$ cat src/rtl/wb_master_bridge.sv
// Single-beat Wishbone master: turns a blocking CPU load/store into one STB/ACK cycle.
// Optional bus timeout is compiled in when WB_BRIDGE_TIMEOUT_EN is defined.
module wb_master_bridge #(
  parameter int unsigned TIMEOUT = 255
) (
  input  logic        clk,
  input  logic        rst,
  input  logic        cpu_req,
  input  logic        cpu_we,
  input  logic [31:0] cpu_addr,
  input  logic [31:0] cpu_wdata,
  output logic [31:0] cpu_rdata,
  output logic        cpu_stall,
  output logic        cpu_err,
  output logic        wb_stb,
  output logic        wb_we,
  output logic [31:0] wb_addr,
  output logic [31:0] wb_dat_o,
  input  logic [31:0] wb_dat_i,
  input  logic        wb_ack
);

  typedef enum logic [1:0] {IDLE = 2'd0, BUS = 2'd1, DONE = 2'd2} state_t;

  state_t      state;
  logic [31:0] rdata_q;
  logic        err_q;

`ifdef WB_BRIDGE_TIMEOUT_EN
  localparam logic [7:0] TO_LAST = 8'(TIMEOUT - 1);
  logic [7:0] to_cnt;
`endif

  // DONE is the single release cycle; rdata_q only changes on entry to DONE,
  // so cpu_rdata naturally holds its last value everywhere else.
  assign cpu_stall = cpu_req & (state != DONE);
  assign cpu_rdata = rdata_q;
  assign cpu_err   = (state == DONE) & err_q;

  always_ff @(posedge clk) begin
    if (rst) begin
      state    <= IDLE;
      wb_stb   <= 1'b0;
      wb_we    <= 1'b0;
      wb_addr  <= '0;
      wb_dat_o <= '0;
      rdata_q  <= '0;
      err_q    <= 1'b0;
`ifdef WB_BRIDGE_TIMEOUT_EN
      to_cnt   <= '0;
`endif
    end else begin
      case (state)
        IDLE: begin
          if (cpu_req) begin
            if (cpu_addr[1:0] == 2'b00) begin
              wb_addr  <= cpu_addr;
              wb_we    <= cpu_we;
              wb_dat_o <= cpu_wdata;
              wb_stb   <= 1'b1;
`ifdef WB_BRIDGE_TIMEOUT_EN
              to_cnt   <= '0;
`endif
              state    <= BUS;
            end else begin
              // Misaligned: report the error without touching the bus.
              err_q   <= 1'b1;
              rdata_q <= '0;
              state   <= DONE;
            end
          end
        end
        BUS: begin
          if (wb_ack) begin
            rdata_q <= wb_dat_i;
            err_q   <= 1'b0;
            wb_stb  <= 1'b0;
            state   <= DONE;
          end
`ifdef WB_BRIDGE_TIMEOUT_EN
          // ACK is tested first, so an ACK on the final counted cycle still wins.
          else if (to_cnt == TO_LAST) begin
            rdata_q <= '0;
            err_q   <= 1'b1;
            wb_stb  <= 1'b0;
            state   <= DONE;
          end else begin
            to_cnt <= to_cnt + 8'd1;
          end
`endif
        end
        DONE:    state <= IDLE;
        default: state <= IDLE;
      endcase
    end
  end

endmodule

$ cat config.mk
export PLATFORM = sky130hd
export DESIGN_NAME = wb_master_bridge
export DESIGN_NICKNAME = d
export VERILOG_FILES = /design/src/rtl/wb_master_bridge.sv
export SDC_FILE = /design/constraint.sdc
export NUM_CORES = 1
export LEC_CHECK = 0
export ABC_AREA = 1
export BUFFER_PORTS_ARGS = -buffer_cell sky130_fd_sc_hd__buf_2
export CAP_MARGIN = 20
export CELL_PAD_IN_SITES_DETAIL_PLACEMENT = 1
export CELL_PAD_IN_SITES_GLOBAL_PLACEMENT = 2
export CORE_MARGIN = 5
export CORE_UTILIZATION = 25
export CTS_CLUSTER_DIAMETER = 200
export CTS_CLUSTER_SIZE = 40
export DETAILED_ROUTE_END_ITERATION = 8
export MAX_ROUTING_LAYER = met4
export PLACE_DENSITY_LB_ADDON = 0.1
export SYNTH_ARGS = -nofsm -noshare
export SYNTH_HDL_FRONTEND = slang
export SYNTH_SLANG_ARGS = --single-unit
$ cat constraint.sdc
create_clock -name clk -period 3.1 [get_ports clk]
set_input_delay 0.465 -clock clk [delete_from_list [all_inputs] [get_ports clk]]
set_output_delay 0.465 -clock clk [all_outputs]
set_load 0.05 [all_outputs]
== After elaboration in Yosys (flattened, before gate mapping) ==
Cells that the tools add are included.
Storage, ports and cells
  word-level logic and storage cells: 38
  input bits: 101
  flip-flop bits (word level): 101
  output and inout port bits: 100
Operators by class
  bitwise logic cells: 2
  equal/unequal tests: 7
  muxes and demuxes: 15
  reduce and logical (&&, ||, !) cells: 7
Operator list (number)
  $mux 32: 3
  $pmux 32 s2: 1
  $ne 2x2->1 const B: 5
  $reduce_and 4->1: 2
  $mux 2: 3
  $mux 1: 5
  $logic_not 2->1: 2
  $pmux 1 s2: 2
  $pmux 2 s2: 1
  $reduce_and 3->1: 1
  $and 1x1->1: 2
  $eq 2x1->1 const B: 1
  $eq 2x2->1 const B: 1
  $reduce_and 2->1: 1
  $reduce_bool 2->1: 1

== Longest topological paths before layout ==
Gate-level depths: netlist of run 1.
  depth in word-level cells: 4
  depth in mapped cells: 8
  depth with buffers taken out: 7

== Least setup slack after synthesis of run 1 ==
Ideal clock, no wire load.
  kind: input to output
  start point: input port cpu_req
  end point: output port cpu_stall
  cell stages on the path: 2
  required time: 2.635 ns
  path buffers: 0
  data arrival time: 1.268 ns
  slack: 1.367 ns
  cell sequence: inv_1 -> a21oi_1
Between the ends
  cells in the longest elaborated chain, start to end: 1
RTL lines
  from (decl): line 8  | input logic cpu_req,
  $and 1x1->1: line 36  | assign cpu_stall = cpu_req & (state != DONE);
  to (decl): line 13  | output logic cpu_stall,
No other way between the ends.

== Worst setup path in the final report of run 1 ==
  start point: register state[1]
  end point: register wb_addr[18]
Between the ends
  cells in the longest elaborated chain, start to end: 2
RTL lines
  from (decl): line 25  | state_t state;
  from (signal assigned): line 42  | state <= IDLE;
  from (signal assigned): line 64  | state <= BUS;
  from (signal assigned): line 69  | state <= DONE;
  $logic_not 2->1: line 53  | case (state)
  $reduce_and 3->1 (no line)
  to (signal assigned): line 57  | wb_addr <= cpu_addr;
  to (decl): line 17  | output logic [31:0] wb_addr,
No other way between the ends.
A chain may end at the register's enable or synchronous reset.

==> results of run 1 <==
## how the worst max path moves through the flow
stage,from,endpoint,slack [ns],cells past startpoint
floorplan,cpu_req,cpu_stall,1.37,2
global placement,cpu_addr[0],wb_addr[10],1.14,6
detailed placement,cpu_addr[0],wb_addr[11],1.05,6
CTS,state[1],wb_addr[11],1.25,5
global route,state[1],wb_addr[11],1.08,5
finish,state[1],wb_addr[18],1.27,5
## worst max-delay path: stages, from the launching register on
cell,delay (ns)
dfxtp_1,0.39
nor2_2,0.22
nand3_4,0.39
buf_12,0.37
o21ai_0,0.23
a21oi_1,0.06
## metrics by stage
step,utilization (%),std cells
after global routing,34.84,863
after global placement,32.65,847
after CTS,34.83,862
after detailed placement,32.65,847
final,34.84,863
after floorplan,-,488
## layout make-up
cell class                      count  area (um^2)
Tap cell                          188        235.2
Timing Repair Buffer              202         1041
Inverter                           92        347.8
Antenna cell                        1        2.502
Fill cell                        1893         9832
Clock inverter                      5        100.1
Multi-Input combinational cell    264         1280
Sequential cell                   101         2022
Clock buffer                       10        229.0
## state kept, by name (all words and copies together) (netlist names)
signal and cells:
cpu_rdata 32, wb_we 1, wb_stb 1, err_q 1, state 2, wb_addr 32, wb_dat_o 32
## cell usage in the layout, fill, tap and decap left out, types with 2 or more instances in the layout
| master | count |
|---|---|
| nor2_4 | 2 |
| inv_2 | 4 |
| nand2_4 | 2 |
| clkbuf_16 | 9 |
| o21ai_1 | 4 |
| buf_12 | 2 |
| a21oi_1 | 82 |
| nand2_1 | 21 |
| nand3_1 | 17 |
| o21ai_0 | 76 |
| clkinv_2 | 2 |
| nor2_1 | 53 |
| dfxtp_1 | 101 |
| inv_1 | 87 |
| buf_2 | 200 |
| nand2_2 | 2 |
| bufinv_16 | 3 |
## cell families after synthesis
kind of cell | after synthesis
flip-flops | 101
AND/OR/NAND/NOR | 101
AO/OA/AOI/OAI | 163
buffers and inverters | 123
## per-layer routing
metal | wire [um] | up-vias | share of wire, % | global-route usage, %
met4 | 391 | 0 | 3.1 | 6.457
met5 | 0 | - | 0 | -
met1 | 5681 | 1719 | 45 | 17.40
met2 | 5758 | 121 | 45 | 21.87
li1 | - | 1899 | - | -
met3 | 829 | 24 | 6.5 | 3.901
## where the power goes
part	total (mW)	switching [mW]	internal, mW
Sequential	1.41	0.0359	1.37
Clock	1.27	0.491	0.783
Combinational	0.611	0.455	0.156
==> metrics, run 1 <==
RD Place Congestion=slightly below 0.8; compound-cell area share of the yosys netlist=approximately a fifth; Core Rows=45; final hold slack=0.3957 ns; r2r startpoint=state[1]; Period minus WS final=1.827 ns; count of different cell masters after synthesis=22; status=completed; Post-Synth Adder-Cell Area=0%; dominant cell type by area after synthesis=dfxtp_1; Detailed Route Iter0 Violations=between 100 and 150; DR vias/cell=between 4 and 5; antenna violations before repair=1; Max Fclk=between 500 and 600 MHz; total CTS buffers=9; CTS tree=yes; DRC Markers=0; xor/xnor share of the synthesized area=0%; first-pass GRT wire length=19.82 mm; Final Max Tran Viols=0; # setup viols final=0; net count after synthesis=between 500 and 600; Setup CP Type=flop to flop; H-tree depth=3; worst-margin pin slew=roughly 0.47 ns; Mapped Area=roughly 0.0038 mm^2; PnR Total Power=3.292 mW; pre-CTS setup slack=between 1 and 1.5 ns; Root Driver=clkbuf_16; Post-DP HPWL=around 9 mm; post-synthesis mux area share=0%; first drt pass iteration count=4; CORE AREA=between 0.015 and 0.02 mm^2; area of the die=~0.018 mm^2; max_slew headroom=68.44%; CP Data Required Time=approximately 3.3 ns; Routed Antenna Nets=0; Max-Cap Viols=0; largest family of logic cells by synthesized area=compound AO/OA/AOI/OAI gates; simple logic cell fraction of the synthesized area=between 10% and 20%; #FFs+latches synth=101; R2R Setup Slk=around 1.3 ns; Synth top cells by count=101 x dfxtp_1, 87 x inv_1, 82 x a21oi_1; worst hold path class=input port to flop; Pleak=about 2.5 nW; initial core utilization=around a quarter; CTS max path bufs=2; gr usage total=14.21%; area delta synth->final=37.28%; Final period util=around 59%; fraction of layout cells with a size suffix above 1=~34%; via count=around 3,800; Hold EP=cpu_rdata[2]; arrival time of the worst setup path=2.05 ns; Critical Path Fanout Max=84; I/O Buffers=200; reg2reg path depth=5; number of synthesized flops with an enable pin=0; Hold Crit Start=wb_dat_i[2]; Max IR drop VDD=roughly 0.28 mV; CTS Hold Buffers Added=0; Mapped Cells=around 490; FFs w/ async S/R, synth=0%; YS warnings=0; number of global-route vias before repair=approximately 3,800; Layout Nets=between 700 and 800; Die Ht=approximately 130 um; syn avg cell area=7.848 um^2; RSZ-0062 raised after global routing=false; most area-consuming cells after synthesis=dfxtp_1 53%, a21oi_1 11%, o21ai_0 9.9%; largest net degree at the start of global routing=85; routed len/inst=14.67 um; R2R Path End=wb_addr[18]; clk slew on worst S/H paths=about 0.07 ns; Detailed Route WL=about 13 mm; Top Ports=roughly 200; CTS sink cnt=approximately 100; crit end category=flop; share of the synthesized area in the top cell type=52.79%; Placed Area=around 0.0049 mm^2; setup_tns=0 ns; clock skew=roughly 0.0064 ns; most common cell in the netlist=dfxtp_1; post-CTS sizing=0; Final Hold Vio Count=0; Power Dens Cells=between 600 and 700 mW/mm^2; Die W=approximately 130 um; Worst setup SP type=flop; hold path depth=3; clk_lat worst skew=around 0.34 ns; final worst slack=roughly 1.3 ns; register area share after synthesis=between 50 and 60%; overflow left after global routing=0; most used flip-flop cell after synthesis=dfxtp_1; postcts setup bufs=0; fin area=roughly 0.0053 mm^2
No activity file was read; power rests on OpenSTA's default activity.
==> inputs of run 2 (changes only) <==
--- a/config.mk
+++ b/config.mk
@@ -11,7 +11,7 @@
 export CELL_PAD_IN_SITES_DETAIL_PLACEMENT = 1
 export CELL_PAD_IN_SITES_GLOBAL_PLACEMENT = 2
 export CORE_MARGIN = 5
-export CORE_UTILIZATION = 25
+export CORE_UTILIZATION = 21
 export CTS_CLUSTER_DIAMETER = 200
 export CTS_CLUSTER_SIZE = 40
 export DETAILED_ROUTE_END_ITERATION = 8
==> constraint.sdc (replaced) <==
create_clock -name clk -period 1.6 [get_ports clk]
set_input_delay 0.24 -clock clk [delete_from_list [all_inputs] [get_ports clk]]
set_output_delay 0.24 -clock clk [all_outputs]
set_load 0.05 [all_outputs]
==> run 2 against run 1 <==
  * Sequential power grew 94%
  * Clock power increased by 110%
  * Final cell count increased by 5.9%
  * Die area grew 18%
  * First-iteration DRC count up 3.4%
  * Core utilization is 4.4 points lower
  * Worst hold slack got worse by 0.23 ns
  * Clock skew shrank 0.0016 ns
  * Non-clock buffer count up 9
  * Global-route usage down 1.1 points
  * Critical endpoint is now cpu_stall
==> metrics, run 2 (synthesis results as in run 1) <==
status=completed; Setup CP Type=flop to output pin; CTS Hold Buffers Added=0; CORE AREA=roughly 0.018 mm^2; Post-DP HPWL=9.973 mm; Layout Nets=780; number of global-route vias before repair=4,001; PnR Total Power=approximately 6.6 mW; CTS max path bufs=2; Detailed Route Iter0 Violations=120; gr usage total=a little over an eighth; clock skew=a little under 0.005 ns; routed len/inst=approximately 15 um; most common cell after layout, fill and taps aside=buf_2; DRC Markers=0; fraction of layout cells with a size suffix above 1=between 30% and 40%; metal3 WL=985 um; CTS sink cnt=between 100 and 150; reg2reg path depth=5; Root Driver=clkbuf_16; I/O Buffers=200; Worst setup SP type=flop; first drt pass iteration count=4; DR vias/cell=approximately 4.2; Die Ht=between 100 and 150 um; # setup viols final=0; postcts setup bufs=0; Final Hold Vio Count=0; Final Core Density=30.40%; area delta synth->final=42.57%; Max IR drop VDD=0.5001 mV; worst-margin pin slew=0.3653 ns; met1 wire length=5.732 mm; Max Fclk=between 600 and 700 MHz; initial core utilization=21.32%; first-pass GRT wire length=~22 mm; total CTS buffers=9; Routed Antenna Nets=0; largest net degree at the start of global routing=between 70 and 80; area of the die=approximately 0.021 mm^2; RD Place Congestion=0.7219; clk_lat worst skew=0.35 ns; clk slew on worst S/H paths=roughly 0.07 ns; H-tree depth=3; pre-CTS setup slack=between 0.1 and 0.15 ns; Met2 Routed Length=about 6.6 mm; Power Dens Cells=around 1200 mW/mm^2; CP Data Required Time=around 1.4 ns; Pleak=around 2.6 nW; most frequent cells in the layout=199 x buf_2, 100 x dfxtp_1, 87 x inv_1, 82 x a21oi_1, 76 x o21ai_0; overflow left after global routing=0; setup_tns=0 ns; DR top layer=met4; Period minus WS final=roughly 1.5 ns; Die W=145.0 um; final worst slack=about 0.096 ns; Max-Cap Viols=0; RSZ-0062 raised after global routing=false; Core Rows=49; Final period util=about 94%; worst hold path class=input port to flop; Final Max Tran Viols=0; Detailed Route WL=between 10 and 15 mm; max_slew headroom=75.61%; via count=3,804; crit end category=output pin; CTS tree=yes; Critical Path Fanout Max=5; arrival time of the worst setup path=around 1.3 ns; Top Ports=201; hold path depth=3; antenna violations before repair=1
==> run 2: changes by cell type in the layout (fill, tap and decap cells not counted), sizes merged <==
| cell | change |
|---|---|
| clkinv | -1 |
| clkinvlp | +1 |
| clkbuf | +2 |
| buf | +8 |
==> run 2: path summary, 6_finish.rpt <==
kind / start / end / slack [ns]
worst min-delay path: wb_dat_i[2] / cpu_rdata[2] / 0.16
worst min register to register: wb_addr[29] / wb_addr[29] / 0.44
worst max register to register: state[1] / wb_addr[21] / 0.27
worst max-delay path: state[0] / cpu_stall / 0.1
==> run 2: layout make-up <==
type	instances	area [um^2]
Antenna cell	1	2.502
Clock buffer	11	252.7
Clock inverter	5	106.4
Fill cell	2239	12500
Inverter	92	347.8
Multi-Input combinational cell	264	1280
Sequential cell	101	2023
Tap cell	229	286.5
Timing Repair Buffer	211	1161
==> run 2: per-stage QoR <==
stage                     std cells  area (um^2)  hold WS, ns
after detailed placement        897         5095       0.4323
after global routing            914         5460       0.1536
after CTS                       913         5454       0.1427
after global placement          897         5095       0.4268
final                           914         5460       0.1648
after floorplan                 488         3830       0.4044
==> run 2: timing repair <==
action / 4_1_cts / 5_1_grt
hold endpoints to repair: 0 / 0
setup endpoints to repair: 0 / 2
resized for setup: 0 / 2
==> run 2: power breakdown <==
part | switching, mW | internal, mW
Sequential | 0.0718 | 2.66
Clock | 0.999 | 1.62
Combinational | 0.896 | 0.351
==> run 2: worst max-delay path, cell delays in order, from the launching register on <==
cell and delay [ns]:
dfxtp_1 0.40, inv_2 0.10, a21oi_1 0.15, clkbuf_4 0.26
==> run 2: per-layer routing <==
metal / vias to the layer above / GRT usage [%]
li1: 1920 / -
met1: 1766 / 14.93
met2: 108 / 21.91
met3: 10 / 4.677
met4: 0 / 3.531
met5: - / -
==> inputs of run 3 (changes only) <==
--- a/config.mk
+++ b/config.mk
@@ -17,6 +17,7 @@
 export DETAILED_ROUTE_END_ITERATION = 8
 export MAX_ROUTING_LAYER = met4
 export PLACE_DENSITY_LB_ADDON = 0.1
+export RECOVER_POWER = 100
 export SYNTH_ARGS = -nofsm -noshare
 export SYNTH_HDL_FRONTEND = slang
 export SYNTH_SLANG_ARGS = --single-unit
==> run 3 against run 2 <==
  * Worst hold slack got worse by 0.00054 ns
  * Design area is 2.4% lower
  * Highest routed layer unchanged
  * Routed wire length up 0.13%
  * Largest power group unchanged
  * Sequential power hardly changed
  * Fmax is 0.63% higher
  * Final cell count stayed put
  * Count of clock-buffer cells in the layout did not move
  * Non-clock buffer count unchanged
  * Critical path type unchanged
  * Register-to-register slack worse by 0.11 ns
  * Die area did not move
  * Largest cell class unchanged
  * Worst setup slack better by 0.0094 ns
==> metrics, run 3 (synthesis results as in run 1) <==
reg2reg path depth=8; initial core utilization=about a fifth; worst hold path class=input port to flop; Post-DP HPWL=9.973 mm; clk slew on worst S/H paths=~0.070 ns; DR vias/cell=4.148; Max Fclk=669.1 MHz; antenna violations before repair=1; worst-margin pin slew=roughly 0.67 ns; Hold Crit Start=wb_dat_i[2]; Routed Antenna Nets=0; Final Max Tran Viols=0; Flop pwr share=a little over two fifths; first-pass GRT wire length=21.84 mm; via count=approximately 3,800; Max-Cap Viols=0; Max IR drop VDD=0.5011 mV; slowest CP cell=dfxtp_1; Detailed Route Iter0 Violations=130; RSZ-0062 raised after global routing=false; post-CTS sizing=0; CTS tree=yes; switching share of power=30.04%; Final period util=between 90 and 100%; # setup viols final=0; first drt pass iteration count=4; routed len/inst=between 10 and 15 um; status=completed; CP bufs+invs=2; Die Ht=145.0 um; Critical Path Fanout Max=5; Die W=about 150 um; CTS max path bufs=2; RD Place Congestion=about 0.72; CP delay by family, top=buffers and inverters; CTS Hold Buffers Added=0; Detailed Route WL=13.48 mm; Period minus WS final=approximately 1.5 ns; number of global-route vias before repair=~4,000; CORE AREA=between 0.015 and 0.02 mm^2; crit end category=output pin; CP Cell Sequence=inv_2 > and3_1 > clkbuf_2; largest net degree at the start of global routing=slightly below 80; postcts setup bufs=0; Pleak=between 2 and 2.5 nW; Clk pwr share=roughly two fifths; DRC Markers=0; most frequent cells in the layout=100 x dfxtp_1, 100 x buf_2, 90 x clkbuf_1, 87 x inv_1, 82 x a21oi_1; H-tree depth=3; CTS sink cnt=101; total CTS buffers=9; Sw Pwr=1.970 mW; arrival time of the worst setup path=about 1.3 ns; Core Rows=49; Top Ports=approximately 200; Final Hold Vio Count=0; Internal=approximately 4.6 mW; area of the die=0.02104 mm^2; Setup CP Type=flop to output pin; overflow left after global routing=0; combinational power share=18.4%; CP Data Required Time=about 1.4 ns; gr usage total=between 10% and 20%; r2r startpoint=state[1]; slowest stage delay, CP=0.34 ns; Worst setup SP type=flop; PnR Total Power=between 6 and 7 mW; R2R Path End=cpu_rdata[24]; Layout Nets=between 700 and 800; hold path depth=3; R2R Setup Slk=0.16 ns; fraction of layout cells with a size suffix above 1=between 20% and 30%; area delta synth->final=39.14%; max_slew headroom=a little under three fifths; Placed Area=between 0.005 and 0.006 mm^2; Root Driver=clkbuf_16; clock skew=approximately 0.0047 ns; Power Dens Cells=roughly 1200 mW/mm^2; fin area=approximately 0.0053 mm^2; I/O Buffers=200; setup_tns=0 ns; clk_lat worst skew=between 0.3 and 0.4 ns; Hold EP=cpu_rdata[2]
run 3: cell count changes in the layout (fill, tap and decap cells not counted), sizes merged:
cell / before / now
buf: 210 / 111
clkbuf: 12 / 111
run 3: routing by layer:
layer | global-route usage [%] | up-vias | wire length, um | share of wire [%]
met1 | 14.93 | 1750 | 5761 | 43
li1 | - | 1919 | - | -
met3 | 4.677 | 10 | 955 | 7.1
met2 | 21.91 | 112 | 6611 | 49
met4 | 3.531 | 0 | 151 | 1.1
met5 | - | - | 0 | 0
run 3: worst max-delay path by stage:
stage,startpoint,end,cells after the start
2_1_floorplan,state[0],cpu_stall,2
3_3_place_gp,cpu_addr[0],cpu_rdata[18],9
3_5_place_dp,cpu_addr[0],cpu_rdata[24],9
4_1_cts,state[1],cpu_err,2
5_1_grt,state[1],wb_dat_o[23],5
6_report,state[0],cpu_err,3
run 3: worst min-delay path, stage by stage:
cell and delay (ns):
buf_2 0.10, nand3_1 0.07, a21oi_1 0.06
run 3: through the flow:
step | hold WS [ns] | cells | util (%) | setup WS (ns)
6_report | 0.1642 | 914 | 29.67 | 0.1054
4_1_cts | 0.1427 | 913 | 30.36 | 0.02509
3_5_place_dp | 0.4323 | 897 | 28.36 | 0.1141
2_1_floorplan | 0.4044 | 488 | - | 0.1419
5_1_grt | 0.1536 | 914 | 29.67 | 0.007706
3_3_place_gp | 0.4268 | 897 | 28.36 | 0.1743
run 3: cell type report:
cell class / count / area (um^2)
Fill cell: 2252 / 12630
Antenna cell: 1 / 2.502
Clock buffer: 11 / 252.7
Timing Repair Buffer: 211 / 1040
Inverter: 92 / 347.8
Clock inverter: 5 / 106.4
Tap cell: 229 / 286.5
Multi-Input combinational cell: 264 / 1270
Sequential cell: 101 / 2023
run 3: power by group through the flow:
stage	clock [mW]	sequential [mW]	combinational, mW
2_1_floorplan	0	3.26	0.380
3_3_place_gp	0	2.78	1.25
3_5_place_dp	0	2.79	1.27
4_1_cts	2.75	2.73	1.27
5_1_grt	2.84	2.75	1.31
6_report	2.62	2.73	1.20
